**src/rtl/loader_pkg.sv**
```systemverilog
`default_nettype none
// ============================================================================
// Module      : loader_pkg
// Description : Shared types and constants for the boot-time program loader.
//               Holds the loader state encoding, instruction memory depth and
//               the derived address / length-counter widths.
// Revision    : 1.0 - initial release
// ============================================================================
package loader_pkg;

  // Instruction memory depth in 32-bit words.
  localparam int MAX_WORDS  = 256;
  // Word address width into the instruction memory.
  localparam int ADDR_WIDTH = 8;
  // Counter width able to hold 0..MAX_WORDS inclusive.
  localparam int LEN_WIDTH  = $clog2(MAX_WORDS) + 1;

  typedef enum logic [2:0] {
    IDLE   = 3'd0,
    LEN_HI = 3'd1,
    LEN_LO = 3'd2,
    DATA   = 3'd3,
    CSUM   = 3'd4,
    DONE   = 3'd5,
    ERR    = 3'd6
  } loaderState_t;

endpackage
`default_nettype wire

```
**src/rtl/prog_loader_if.sv**
```systemverilog
`default_nettype none
// ============================================================================
// Module      : prog_loader_if
// Description : Byte-stream input and instruction-memory write port of the
//               program loader, bundled as one interface.
//   in_data/in_valid/in_ready : framed byte stream (transfer = valid & ready)
//   imem_we/imem_addr/imem_wdata : instruction memory write port
//   modport slave  : the loader (stream sink, memory writer)
//   modport master : the stream source / memory observer
// Revision    : 1.0 - initial release
// ============================================================================
interface prog_loader_if;
  import loader_pkg::*;

  logic [7:0]            in_data;
  logic                  in_valid;
  logic                  in_ready;
  logic                  imem_we;
  logic [ADDR_WIDTH-1:0] imem_addr;
  logic [31:0]           imem_wdata;

  modport master (
    output in_data, in_valid,
    input  in_ready, imem_we, imem_addr, imem_wdata
  );

  modport slave (
    input  in_data, in_valid,
    output in_ready, imem_we, imem_addr, imem_wdata
  );

endinterface
`default_nettype wire

```
**src/rtl/word_packer.sv**
```systemverilog
`default_nettype none
// ============================================================================
// Module      : word_packer
// Description : Packs accepted stream bytes MSB-first into 32-bit words.
//   clk, rst      : clock, asynchronous active-low reset
//   clear         : restart packing at byte 0 (new load)
//   byteValid     : a payload byte is accepted this cycle
//   byteIn        : the payload byte
//   lastByte      : combinational, this accepted byte completes a word
//   wordValid     : registered one-cycle pulse, word is complete
//   word          : assembled word (first byte in bits 31:24)
// Revision    : 1.0 - initial release
// ============================================================================
module word_packer (
  input  wire         clk,
  input  wire         rst,
  input  wire         clear,
  input  wire         byteValid,
  input  wire  [7:0]  byteIn,
  output logic        lastByte,
  output logic        wordValid,
  output logic [31:0] word
);

  logic [1:0]  r_byteCnt;
  logic [31:0] r_shift;
  logic        r_wordValid;

  assign lastByte  = byteValid & (r_byteCnt == 2'd3);
  assign wordValid = r_wordValid;
  assign word      = r_shift;

  // Shifting left means the first byte ends up in bits 31:24 after four
  // bytes; the register then holds the word during the wordValid cycle.
  always_ff @(posedge clk or negedge rst) begin
    if (!rst) begin
      r_byteCnt   <= 2'd0;
      r_shift     <= 32'd0;
      r_wordValid <= 1'b0;
    end else if (clear) begin
      r_byteCnt   <= 2'd0;
      r_shift     <= 32'd0;
      r_wordValid <= 1'b0;
    end else begin
      r_wordValid <= lastByte;
      if (byteValid) begin
        r_shift   <= {r_shift[23:0], byteIn};
        r_byteCnt <= r_byteCnt + 2'd1;
      end
    end
  end

endmodule
`default_nettype wire

```
**src/rtl/prog_loader.sv**
```systemverilog
`default_nettype none
// ============================================================================
// Module      : prog_loader
// Description : Boot-time program loader. Receives a framed byte stream
//               (16-bit big-endian word count, big-endian words, XOR
//               checksum of the payload bytes), writes each word into the
//               instruction memory and releases the processor only after a
//               frame with a matching checksum.
//   clk      : single system clock
//   rst      : asynchronous active-low reset
//   start    : one-cycle pulse beginning a load (ignored while busy)
//   bus      : byte stream in, instruction memory write port out
//   cpu_run  : releases the processor (processor reset = rst & cpu_run)
//   busy     : a load is in progress
//   err      : the last load failed on length or checksum
// Revision    : 1.0 - initial release
// ============================================================================
module prog_loader
  import loader_pkg::*;
(
  input  wire         clk,
  input  wire         rst,
  input  wire         start,
  prog_loader_if.slave bus,
  output logic        cpu_run,
  output logic        busy,
  output logic        err
);

  loaderState_t r_state;
  loaderState_t w_stateNext;

  logic [7:0]            r_lenHi;
  logic [LEN_WIDTH-1:0]  r_len;
  logic [LEN_WIDTH-1:0]  r_wcnt;
  logic [LEN_WIDTH-1:0]  w_wcntInc;
  logic [7:0]            r_xsum;
  logic [ADDR_WIDTH-1:0] r_imemAddr;
  logic                  r_cpuRun;
  logic                  r_err;

  logic        w_busy;
  logic        w_xfer;
  logic        w_startAccept;
  logic        w_packEn;
  logic        w_lastByte;
  logic        w_wordValid;
  logic [15:0] w_lenFull;
  logic [31:0] w_word;

  assign w_busy = (r_state == LEN_HI) || (r_state == LEN_LO) ||
                  (r_state == DATA)   || (r_state == CSUM);
  // Bytes outside the busy states are never consumed.
  assign w_xfer        = bus.in_valid & w_busy;
  assign w_startAccept = start & ~w_busy;
  assign w_lenFull     = {r_lenHi, bus.in_data};
  assign w_packEn      = w_xfer & (r_state == DATA);
  assign w_wcntInc     = r_wcnt + 1'b1;

  word_packer u_packer (
    .clk       (clk),
    .rst       (rst),
    .clear     (w_startAccept),
    .byteValid (w_packEn),
    .byteIn    (bus.in_data),
    .lastByte  (w_lastByte),
    .wordValid (w_wordValid),
    .word      (w_word)
  );

  always_comb begin
    w_stateNext = r_state;
    case (r_state)
      IDLE, DONE, ERR: begin
        if (w_startAccept) w_stateNext = LEN_HI;
      end
      LEN_HI: begin
        if (w_xfer) w_stateNext = LEN_LO;
      end
      LEN_LO: begin
        if (w_xfer) begin
          if (w_lenFull > 16'(MAX_WORDS)) w_stateNext = ERR;
          else if (w_lenFull == 16'd0)    w_stateNext = CSUM;
          else                            w_stateNext = DATA;
        end
      end
      DATA: begin
        // The word being completed now is word wcnt; it is the last one
        // when wcnt+1 reaches the frame length.
        if (w_lastByte && (w_wcntInc == r_len)) w_stateNext = CSUM;
      end
      CSUM: begin
        if (w_xfer) w_stateNext = (bus.in_data == r_xsum) ? DONE : ERR;
      end
      default: w_stateNext = IDLE;
    endcase
  end

  always_ff @(posedge clk or negedge rst) begin
    if (!rst) begin
      r_state    <= IDLE;
      r_lenHi    <= 8'd0;
      r_len      <= '0;
      r_wcnt     <= '0;
      r_xsum     <= 8'd0;
      r_imemAddr <= '0;
      r_cpuRun   <= 1'b0;
      r_err      <= 1'b0;
    end else begin
      r_state <= w_stateNext;
      // Flags follow the next state so they rise the cycle after the
      // deciding transfer and drop the cycle after an accepted start.
      r_cpuRun <= (w_stateNext == DONE);
      r_err    <= (w_stateNext == ERR);

      if (w_startAccept) begin
        r_wcnt <= '0;
        r_xsum <= 8'd0;
      end else begin
        if (w_packEn) r_xsum <= r_xsum ^ bus.in_data;
        if (w_lastByte) begin
          r_imemAddr <= r_wcnt[ADDR_WIDTH-1:0];
          r_wcnt     <= w_wcntInc;
        end
      end

      if (w_xfer && (r_state == LEN_HI)) r_lenHi <= bus.in_data;
      if (w_xfer && (r_state == LEN_LO)) r_len   <= w_lenFull[LEN_WIDTH-1:0];
    end
  end

  assign bus.in_ready   = w_busy;
  assign bus.imem_we    = w_wordValid;
  assign bus.imem_addr  = r_imemAddr;
  assign bus.imem_wdata = w_word;
  assign busy           = w_busy;
  assign cpu_run        = r_cpuRun;
  assign err            = r_err;

endmodule
`default_nettype wire

```
**src/flat_wrapper.sv**
```systemverilog
// flat-port wrapper written by rule: the top's interface ports become plain ports
module prog_loader_flat import loader_pkg::*;
  (clk, rst, start, cpu_run, busy, err, bus_in_data, bus_in_valid, bus_in_ready, bus_imem_we, bus_imem_addr, bus_imem_wdata);
  prog_loader_if bus_i ();
  input  wire clk;
  input  wire rst;
  input  wire start;
  output logic cpu_run;
  output logic busy;
  output logic err;
  input wire logic [$bits(bus_i.in_data)-1:0] bus_in_data;
  input wire logic [$bits(bus_i.in_valid)-1:0] bus_in_valid;
  output wire logic [$bits(bus_i.in_ready)-1:0] bus_in_ready;
  output wire logic [$bits(bus_i.imem_we)-1:0] bus_imem_we;
  output wire logic [$bits(bus_i.imem_addr)-1:0] bus_imem_addr;
  output wire logic [$bits(bus_i.imem_wdata)-1:0] bus_imem_wdata;
  assign bus_i.in_data = bus_in_data;
  assign bus_i.in_valid = bus_in_valid;
  assign bus_in_ready = bus_i.in_ready;
  assign bus_imem_we = bus_i.imem_we;
  assign bus_imem_addr = bus_i.imem_addr;
  assign bus_imem_wdata = bus_i.imem_wdata;
  prog_loader u_core (.clk(clk), .rst(rst), .start(start), .bus(bus_i), .cpu_run(cpu_run), .busy(busy), .err(err));
endmodule
```
**config.mk**
```make
export PLATFORM = sky130hd
export DESIGN_NAME = prog_loader_flat
export DESIGN_NICKNAME = d
export VERILOG_FILES = /design/src/rtl/loader_pkg.sv /design/src/rtl/prog_loader_if.sv /design/src/rtl/word_packer.sv /design/src/rtl/prog_loader.sv /design/src/flat_wrapper.sv
export SDC_FILE = /design/constraint.sdc
export NUM_CORES = 1
export LEC_CHECK = 0
export ABC_AREA = 0
export CAP_MARGIN = 20
export CORE_UTILIZATION = 30
export CTS_BUF_LIST = sky130_fd_sc_hd__clkbuf_8
export CTS_CLUSTER_DIAMETER = 50
export CTS_CLUSTER_SIZE = 40
export DETAILED_ROUTE_END_ITERATION = 7
export PLACE_DENSITY = 0.49
export SKIP_CTS_REPAIR_TIMING = 1
export SYNTH_ARGS = -nofsm -noshare
export SYNTH_HDL_FRONTEND = slang
export SYNTH_HIERARCHICAL = 1
export SYNTH_SLANG_ARGS = --single-unit
```
**constraint.sdc**
```tcl
create_clock -name clk -period 5.6 [get_ports clk]
set_input_delay 0.84 -clock clk [delete_from_list [all_inputs] [get_ports clk]]
set_output_delay 0.84 -clock clk [all_outputs]
set_load 0.1 [all_outputs]
```
Yosys cells after proc, flatten, opt, wreduce, memory -nomap -nowiden. Index checks and enable logic that the tools add are counted.

Register bits after elaboration: 82. Bits in latches: 0. Bits in writable memories: 0. Bits in read-only memories: 0. Input port bits: 12. Output and inout port bits: 45. Word-level logic and storage cells: 62. Memories: 0.

Add/sub/neg operators: 2. Multiply operators: 0. Divide/modulo/power cells: 0. $lt $le $gt $ge: 1. Eq/ne operators: 11. Shifts and indexed selects: 0. Muxes and demuxes: 18. Bitwise gates (word level): 7. Reductions and logical operators: 12.

Operators by type and width (number): two-way mux 32 bit (2); two-way mux 3 bit (7); two-way mux 9 bit (2); greater-than comparator 16 x 9 -> 1 bit (second input constant) (1); zero test 16 bit (1); two-way mux 8 bit (2); == test 3 bit (second input constant) (5); case mux 3 bit (5 select lines) (1); adder 9 x 1 -> 9 bit (second input constant) (1); == test 9 bit (1); == test 8 bit (1); bitwise XOR 8 bit (1); == test 3 x 2 -> 1 bit (second input constant) (2); two-way mux 2 bit (3); AND 1 bit (4); nonzero test 2 bit (2); == test 3 x 1 -> 1 bit (second input constant) (1); logical AND 1 bit (3); zero test 3 bit (1); logical OR 1 bit (3); OR reduction 3 bit (1); adder 2 x 1 -> 2 bit (second input constant) (1); == test 2 bit (second input constant) (1); NOT 1 bit (2); other kinds (2) (2).

Longest topological paths before layout. Gate-level depths: netlist of the first run.

Depth in word-level cells: 11. Mapped depth: 11. Mapped depth without buffers: 7.

By module. The synthesis of the first run kept the hierarchy.

By module, submodules not included: prog_loader (times used 1, cells an instance 243, area each 2572.5 um^2, seq. area each 1176.1 um^2); word_packer (times used 1, cells an instance 114, area each 1460.2 um^2, seq. area each 875.8 um^2).

Worst setup path after synthesis of the first run. No wires, ideal clock.

Path kind: input to register. From: input port bus_in_valid. To: register u_core.r_state[1]. Library setup time: 124 ps. Data arrival time: 2653 ps. Data required time: 5476 ps. Slack: 2823 ps. Stages on the path: 10. Buffers on the path: 3. Cell sequence: nand2b_1 buf_2 nor2_2 buf_6 and2_1 clkbuf_1 nand3_1 nor4_1 a31oi_1 or2_1.

Cells in the longest elaborated chain, start to end: 6. Elaborated cells on any way between the ends: 9. Classes of those cells: 5 x mux; 3 x bitwise; 1 x reduce/logical.

RTL lines: start: declaration (RTL line flat_wrapper.sv:12) `input wire logic [$bits(bus_i.in_valid)-1:0] bus_in_valid;`; AND 1 bit (RTL line prog_loader.sv:54) `assign w_xfer = bus.in_valid & w_busy;`; AND 1 bit (RTL line prog_loader.sv:57) `assign w_packEn = w_xfer & (r_state == DATA);`; named net u_core.w_packEn (RTL line prog_loader.sv:45) `logic w_packEn;`; AND 1 bit (RTL line word_packer.sv:29) `assign lastByte = byteValid & (r_byteCnt == 2'd3);`; named net u_core.w_lastByte (RTL line prog_loader.sv:46) `logic w_lastByte;`; logical AND 1 bit (RTL line prog_loader.sv:90) `if (w_lastByte && (w_wcntInc == r_len)) w_stateNext = CSUM;`; two-way mux 3 bit (RTL line prog_loader.sv:90); case mux 3 bit (5 select lines) (RTL line prog_loader.sv:73) `case (r_state)`; named net u_core.w_stateNext[1] (RTL line prog_loader.sv:31) `loaderState_t w_stateNext;`; end signal: assignment (RTL line prog_loader.sv:110) `r_state <= w_stateNext;`; end: declaration (RTL line prog_loader.sv:30) `loaderState_t r_state;`.

The timed path passes the listed nets, and every way through them passes these cells. A chain may end at the register's enable or synchronous reset.

Final worst setup path of the first run.
From: register u_core.r_state[1]. To: output port busy.

Cells in the longest elaborated chain, start to end: 4. Elaborated cells on any way between the ends: 7. Classes of those cells: 4 x eq/ne; 3 x reduce/logical.

RTL lines: == test 3 x 1 -> 1 bit / == test 3 x 2 -> 1 bit (equally long branches) (RTL line prog_loader.sv:51) `assign w_busy = (r_state == LEN_HI) || (r_state == LEN_LO) ||`; logical OR 1 bit (2 in series) (RTL line prog_loader.sv:51); logical OR 1 bit (*) (RTL line prog_loader.sv:52) `(r_state == DATA) || (r_state == CSUM);`; end: declaration (RTL line flat_wrapper.sv:9) `output logic busy;`.

Mark *: on every way between the ends. The rest lies on a longest branch, timed or not.

==> out/qor_table.md, run 1 <==
| Result | This run | Unit |
| --- | --- | --- |
| Routed len/inst | 15.2 | um |
| Number of buffer and inverter stages on the critical path | 2 | - |
| Final-report hold violation count | 0 | - |
| Synth-to-layout area growth | 20.8 | % |
| Crit path capture type | output port | - |
| Highest-delay cell along the critical path | sky130_fd_sc_hd__clkdlybuf4s50_1 | - |
| Post-route DRC | 0 | - |
| Standard-cell row count | 41 | - |
| Setup violation total in the final timing report | 0 | - |
| Critical path cell sequence | nor2_4 -> xor2_2 -> inv_1 -> clkdlybuf4s50_1 | - |
| Number of max-cap violations | 0 | - |
| Worst-case clock skew | 0.00999 | ns |
| Total power consumption of the routed design | 2.48 | mW |
| Maximum fanout along the worst path | 8 | - |
| Ant. Diodes | 0 | - |
| Final-report max-slew violation count | 0 | - |
| Final HPWL DP | 5730 | um |
| Cell types with the highest counts after synthesis | sky130_fd_sc_hd__dfrtp_1, sky130_fd_sc_hd__nor2_1, sky130_fd_sc_hd__mux2i_1 | - |
| Synthesized netlist cell count | 357 | - |
| First-pass GRT wire length | 14,800 | um |
| Register-to-Register Path Depth | 6 | - |
| Placeable core region | 0.0129 | mm^2 |
| Part of the Yosys area used for sequential elements | 0.509 | - |
| Root cell of the clock tree | sky130_fd_sc_hd__clkbuf_8 | - |
| Kind of critical path | register to output port | - |
| Crit path required time | 4.76 | ns |
| Via count | 2,673 | - |
| Final period demand of the worst path | 3.25 | ns |
| Setup slack of the worst register-to-register path | 3.04 | ns |
| Worst hold slack | 0.384 | ns |
| CTS Sinks | 82 | - |
| DRC violation total after the first TritonRoute iteration | 167 | - |
| Data arrival time of the worst path | 2.41 | ns |
| Pin count of the biggest net entering global routing | 83 | - |
| Total of warnings raised by yosys | 6 | - |
| Post-synthesis cell type with the largest combined area | sky130_fd_sc_hd__dfrtp_1 | - |
| Worst slew margin | 0.338 | - |
| Syn_nets | 371 | - |
| CTS H-tree lvls | 3 | - |
| Number of placed I/O pins | 57 | - |
| Startpoint kind of the worst setup timing path | register | - |
| Synth Register Bits | 82 | - |
| Endpoint of the worst register-to-register path | u_core/bus.imem_addr[6] | - |
| Top post-synthesis cells by area | sky130_fd_sc_hd__dfrtp_1, sky130_fd_sc_hd__mux2i_1, sky130_fd_sc_hd__nor2_1, sky130_fd_sc_hd__xnor2_1, sky130_fd_sc_hd__mux2_4 | - |
| Yosys top cell area share | 0.509 | - |
| Detailed Routing Iterations Pass 1 | 4 | - |
| Setup tns final | 0 | ns |
| Mapped Avg Cell Area | 11.3 | um^2 |
| Total Routed Length | 8830 | um |
| Most common cell in the netlist | sky130_fd_sc_hd__dfrtp_1 | - |
| Detail Route Antenna Nets | 0 | - |
| Number of buffers on the longest clock path | 2 | - |
| Outcome | finished clean | - |
| Starting utilization of the core area | 0.313 | - |
| Clock buffers created by TritonCTS | 9 | - |
| Critical path's top delay family | buffers and inverters | - |
| Clock-pin slew on the worst setup and hold paths | 0.09 | ns |
| NumNets Final | 419 | - |
| Die Span Y | 118 | um |
| Distinct cell type count after synthesis | 49 | - |
| Period utilization | 0.580 | - |
| Static leakage | 2.01 | nW |
| Overall fraction of global-route tracks in use | 0.137 | - |
| DIE AREA | 0.0139 | mm^2 |
| RSZ-0062 raised after global routing | no | - |
| GPL Wtd Cong | 0.776 | - |
| Fmax | 308 | MHz |
| Hold/Removal Path Class | primary input to async pin | - |
| Slew of the pin with the lowest slew margin | 0.991 | ns |
| Maximum cell stage delay along the critical path | 1.12 | ns |
| Remaining Overflow, GRT | 0 | - |
| VDD IR-drop max | 0.353 | mV |
| Count of flip-flops with a built-in enable after synthesis | 0 | - |
| Worst skew pair latency | 0.36 | ns |
| Clock tree from TritonCTS | done | - |
| Share of flip-flops with an asynchronous set or reset after synthesis | 1.00 | - |
| Fraction of layout cells with a size suffix above 1 | 0.115 | - |
| Initial antenna violation count | 0 | - |
| Start of the worst register-to-register path | u_core/r_state[1] | - |
| Buffers added on ports | 56 | - |
| Power per Cell Area | 510 | mW/mm^2 |
| Synth Flop Type | sky130_fd_sc_hd__dfrtp_1 | - |
| Vias in the first global route | 2,689 | - |
| Post-detailed-route via-to-cell ratio | 4.59 | - |
| X dimension of the die | 118 | um |
| Post-synthesis instance area | 0.00403 | mm^2 |
layout by cell type, fill, tap and decap left out, types with 3 or more instances in the layout:
cell,Yosys,final
sky130_fd_sc_hd__nand2b_1,6,6
sky130_fd_sc_hd__mux2_1,6,6
sky130_fd_sc_hd__nor3_1,3,3
sky130_fd_sc_hd__clkbuf_8,0,9
sky130_fd_sc_hd__nand3b_1,3,3
sky130_fd_sc_hd__clkinvlp_4,0,3
sky130_fd_sc_hd__nand3_1,9,9
sky130_fd_sc_hd__xor2_1,12,12
sky130_fd_sc_hd__and2_1,4,3
sky130_fd_sc_hd__clkdlybuf4s50_1,0,55
sky130_fd_sc_hd__buf_4,3,3
sky130_fd_sc_hd__inv_1,4,5
sky130_fd_sc_hd__dfrtp_1,82,82
sky130_fd_sc_hd__nor2_1,56,56
sky130_fd_sc_hd__o21ai_0,7,7
sky130_fd_sc_hd__a21oi_1,10,10
sky130_fd_sc_hd__nand4_1,3,3
sky130_fd_sc_hd__mux2_2,8,8
sky130_fd_sc_hd__xnor2_1,22,22
sky130_fd_sc_hd__nand2_1,22,22
sky130_fd_sc_hd__mux2_4,8,8
sky130_fd_sc_hd__mux2i_1,34,34
state kept, by name (all words and copies together) (netlist names):
name	cells
u_core/r_wcnt	9
u_core/u_packer/wordValid	1
u_core/err	1
u_core/u_packer/word	32
u_core/cpu_run	1
u_core/u_packer/r_byteCnt	2
u_core/r_state	3
u_core/r_len	9
u_core/r_lenHi	8
u_core/r_xsum	8
u_core/bus.imem_addr	8
metrics by stage:
step | setup slack (ns) | instance area [um^2] | instances | utilization
floorplan | 2.82 | 4030 | 357 | -
global placement | 2.54 | 4650 | 565 | 0.361
detailed placement | 2.42 | 4650 | 565 | 0.361
CTS | 2.32 | 4840 | 581 | 0.376
global route | 2.24 | 4870 | 582 | 0.378
finish | 2.35 | 4870 | 582 | 0.378
per-layer routing:
metal	track usage	share of wire	up-vias
met5	0	0	-
met4	0.0529	0.014	0
met3	0.0315	0.032	9
met2	0.204	0.45	58
met1	0.191	0.50	1300
li1	-	-	1306
where the power goes:
part / switching (mW) / internal [mW]
logic: 0.769 / 0.379
clock network: 0.226 / 0.205
registers: 0.155 / 0.746
worst max path at each step:
stage,start,depth (start not counted),to,slack (ns)
detailed placement,bus_in_valid,8,u_core/r_state[1],2.42
global placement,bus_in_valid,8,u_core/r_state[1],2.54
global route,u_core/r_state[1],4,busy,2.24
floorplan,bus_in_valid,10,u_core/r_state[1],2.82
CTS,u_core/r_state[1],4,busy,2.32
finish,u_core/r_state[1],4,busy,2.35
logic make-up (layout without fill, tap and decap cells):
family / after synthesis / in the layout / share of synthesized area
adders and majority gates: 2 / 2 / 0.00620
buffers and inverters: 26 / 79 / 0.0481
xor gates and xnor gates: 35 / 35 / 0.0779
DFF: 82 / 82 / 0.509
AOI/OAI and AO/OA: 33 / 33 / 0.0521
and+or+nand+nor: 123 / 123 / 0.154
muxes: 56 / 56 / 0.153
area by class of cell:
cell class | count | area [um^2]
Fill cell | 1289 | 8010
Clock buffer | 9 | 124
Clock inverter | 7 | 70.1
Tap cell | 172 | 215
Sequential cell | 82 | 2050
Timing Repair Buffer | 59 | 601
Inverter | 4 | 15.0
Multi-Input combinational cell | 249 | 1790
No activity file was read; power rests on OpenSTA's default activity.
==> run 2: changes to the inputs <==
==> constraint.sdc (replaced) <==
create_clock -name clk -period 3.2 [get_ports clk]
set_input_delay 0.48 -clock clk [delete_from_list [all_inputs] [get_ports clk]]
set_output_delay 0.48 -clock clk [all_outputs]
set_load 0.1 [all_outputs]
==> run 2 against run 1 <==
- critical path depth shrank 3
- non-clock buffer count grew 5
- first-iteration DRC count grew 24%
- total power grew 79%
- critical path type unchanged
- flip-flop and latch count is the same
- combinational power grew 74%
- register-to-register slack lost 2.1 ns
- setup slack lost 1.5 ns
- global-route usage grew 0.55 points
- core utilization shrank 0.26 points
==> out/qor_table.md, run 2 (synthesized netlist as in run 1, its figures left out) <==
| Result | This run | Unit | vs previous |
| --- | --- | --- | --- |
| Outcome | finished clean | - |  |
| Total power consumption of the routed design | 4.44 | mW | +79% |
| Number of placed I/O pins | 57 | - | unchanged |
| Maximum cell stage delay along the critical path | 1.13 | ns | about the same |
| RSZ-0062 raised after global routing | no | - |  |
| NumNets Final | 424 | - | +1.2% |
| Leading cell type in the layout, fill and taps excluded | sky130_fd_sc_hd__dfrtp_1 | - |  |
| Fraction of layout cells with a size suffix above 1 | 0.215 | - | +0.100 |
| Hold/Removal Path Class | primary input to async pin | - |  |
| Remaining Overflow, GRT | 0 | - | unchanged |
| Placeable core region | 0.0129 | mm^2 | unchanged |
| Combinational fraction of design power | 0.450 | - | -0.013 |
| Clock tree from TritonCTS | done | - |  |
| Worst skew pair latency | 0.37 | ns | about the same |
| Data arrival time of the worst path | 1.86 | ns | -0.55 ns |
| Final HPWL DP | 6130 | um | +7.0% |
| Vias in the first global route | 2,771 | - | +3.0% |
| Clock-pin slew on the worst setup and hold paths | 0.09 | ns | about the same |
| GPL Wtd Cong | 0.783 | - | +0.89% |
| DIE AREA | 0.0139 | mm^2 | unchanged |
| Critical Path End | bus_imem_wdata[30] | - |  |
| Initial antenna violation count | 0 | - | unchanged |
| Standard-cell row count | 41 | - | unchanged |
| Power per Cell Area | 918 | mW/mm^2 | +80% |
| Number of max-cap violations | 0 | - | unchanged |
| Endpoint of the worst register-to-register path | u_core/r_state[1] | - |  |
| Via count | 2,716 | - | +1.6% |
| Number of buffers on the longest clock path | 2 | - | unchanged |
| Switching share of power | 0.461 | - | -0.00252 |
| Top library cells by usage in the layout, fill and taps aside | sky130_fd_sc_hd__dfrtp_1, sky130_fd_sc_hd__nor2_1, sky130_fd_sc_hd__buf_4, sky130_fd_sc_hd__mux2i_1 | - |  |
| Final period demand of the worst path | 2.34 | ns |  |
| DRC violation total after the first TritonRoute iteration | 207 | - | +24% |
| Post-detailed-route via-to-cell ratio | 4.63 | - | +0.92% |
| Kind of critical path | register to output port | - |  |
| First element of the critical path | u_core/u_packer/word[30] | - |  |
| Synth-to-layout area growth | 19.9 | % |  |
| Fmax | 428 | MHz |  |
| Total Routed Length | 9320 | um | +5.6% |
| Reg power frac | 0.361 | - | -0.002 |
| Final-report hold violation count | 0 | - | unchanged |
| Start of the worst register-to-register path | u_core/r_state[2] | - |  |
| Starting utilization of the core area | 0.313 | - | unchanged |
| CTS Sinks | 82 | - | unchanged |
| Critical path cell sequence | clkdlybuf4s50_1 | - |  |
| Design internal power | 2.39 | mW | +80% |
| Highest-delay cell along the critical path | sky130_fd_sc_hd__clkdlybuf4s50_1 | - |  |
| Worst slew margin | 0.352 | - | +0.0145 |
| Root cell of the clock tree | sky130_fd_sc_hd__clkbuf_8 | - |  |
| Post-route DRC | 0 | - | unchanged |
| Setup violation total in the final timing report | 0 | - | unchanged |
| CTS H-tree lvls | 3 | - | unchanged |
| Final-report max-slew violation count | 0 | - | unchanged |
| Buffers added on ports | 56 | - | unchanged |
| Maximum fanout along the worst path | 2 | - | -6 |
| Setup tns final | 0 | ns | unchanged |
| Crit path required time | 2.72 | ns | -2.04 ns |
| Die Span Y | 118 | um | unchanged |
| VDD IR-drop max | 0.478 | mV | +35% |
| Clock buffers created by TritonCTS | 9 | - | unchanged |
| Total number of cells along the worst setup path | 1 | - | -3 |
| Critical path's top delay family | buffers and inverters | - |  |
| Detailed Routing Iterations Pass 1 | 4 | - | unchanged |
| Worst-case clock skew | 0.0111 | ns | +0.00107 ns |
| Register-to-Register Path Depth | 7 | - | +1 |
| First-pass GRT wire length | 15,400 | um | +3.5% |
| Ant. Diodes | 0 | - | unchanged |
| Number of buffer and inverter stages on the critical path | 1 | - | -1 |
| X dimension of the die | 118 | um | unchanged |
| Setup slack of the worst register-to-register path | 0.94 | ns | -2.10 ns |
| Pin count of the biggest net entering global routing | 83 | - | unchanged |
| Static leakage | 2.13 | nW | +5.8% |
| Switching power total | 2.05 | mW | +78% |
| Routed len/inst | 15.9 | um | +4.8% |
| Period utilization | 0.730 | - |  |
| Clock share of power | 0.189 | - | +0.015 |
| Startpoint kind of the worst setup timing path | register | - |  |
| Overall fraction of global-route tracks in use | 0.142 | - | +0.00551 |
| Number of flip-flops in the largest register | 32 | - | unchanged |
| Slew of the pin with the lowest slew margin | 0.969 | ns | -0.0217 ns |
| Crit path capture type | output port | - |  |
| Detail Route Antenna Nets | 0 | - | unchanged |
==> run 2: stage by stage <==
stage	instance area, um^2	cells	hold WS, ns	utilization	worst slack [ns]
global placement	4580	569	0.479	0.356	0.626
floorplan	4030	357	0.184	-	0.639
finish	4840	586	0.499	0.376	0.864
detailed placement	4580	569	0.491	0.356	0.589
CTS	4800	584	0.338	0.373	0.821
global route	4840	586	0.498	0.376	0.770
==> run 2: final cells by class <==
type	instances	area [um^2]
fillers	1292	8040
clock inverters	5	80.1
multi-input cells	249	1790
well taps	172	215
inverters	4	15.0
clock buffers	10	138
repair buffers	64	543
flip-flops and latches	82	2050
==> run 2: worst min path at each step <==
stage                                         end  cells past startpoint
after global routing            u_core/r_lenHi[5]                      2
after detailed placement  u_core/bus.imem_addr[0]                      1
after floorplan           u_core/bus.imem_addr[0]                      0
final                           u_core/r_lenHi[7]                      2
after global placement    u_core/bus.imem_addr[5]                      1
after CTS                 u_core/u_packer/word[5]                      1
==> run 2: per-layer routing <==
| layer | up-vias | GRT usage | routed length [um] |
|---|---|---|---|
| li1 | 1304 | - | - |
| met3 | 6 | 0.0431 | 323 |
| met2 | 48 | 0.209 | 4220 |
| met1 | 1358 | 0.198 | 4660 |
| met5 | - | 0 | 0 |
| met4 | 0 | 0.0457 | 108 |
==> run 2: power by group through the flow <==
stage,logic [mW],clock network (mW),registers [mW]
floorplan,1.11,0,2.11
global placement,2.00,0,1.63
detailed placement,2.00,0,1.62
CTS,2.01,0.877,1.61
global route,2.12,0.910,1.64
finish,2.00,0.839,1.60
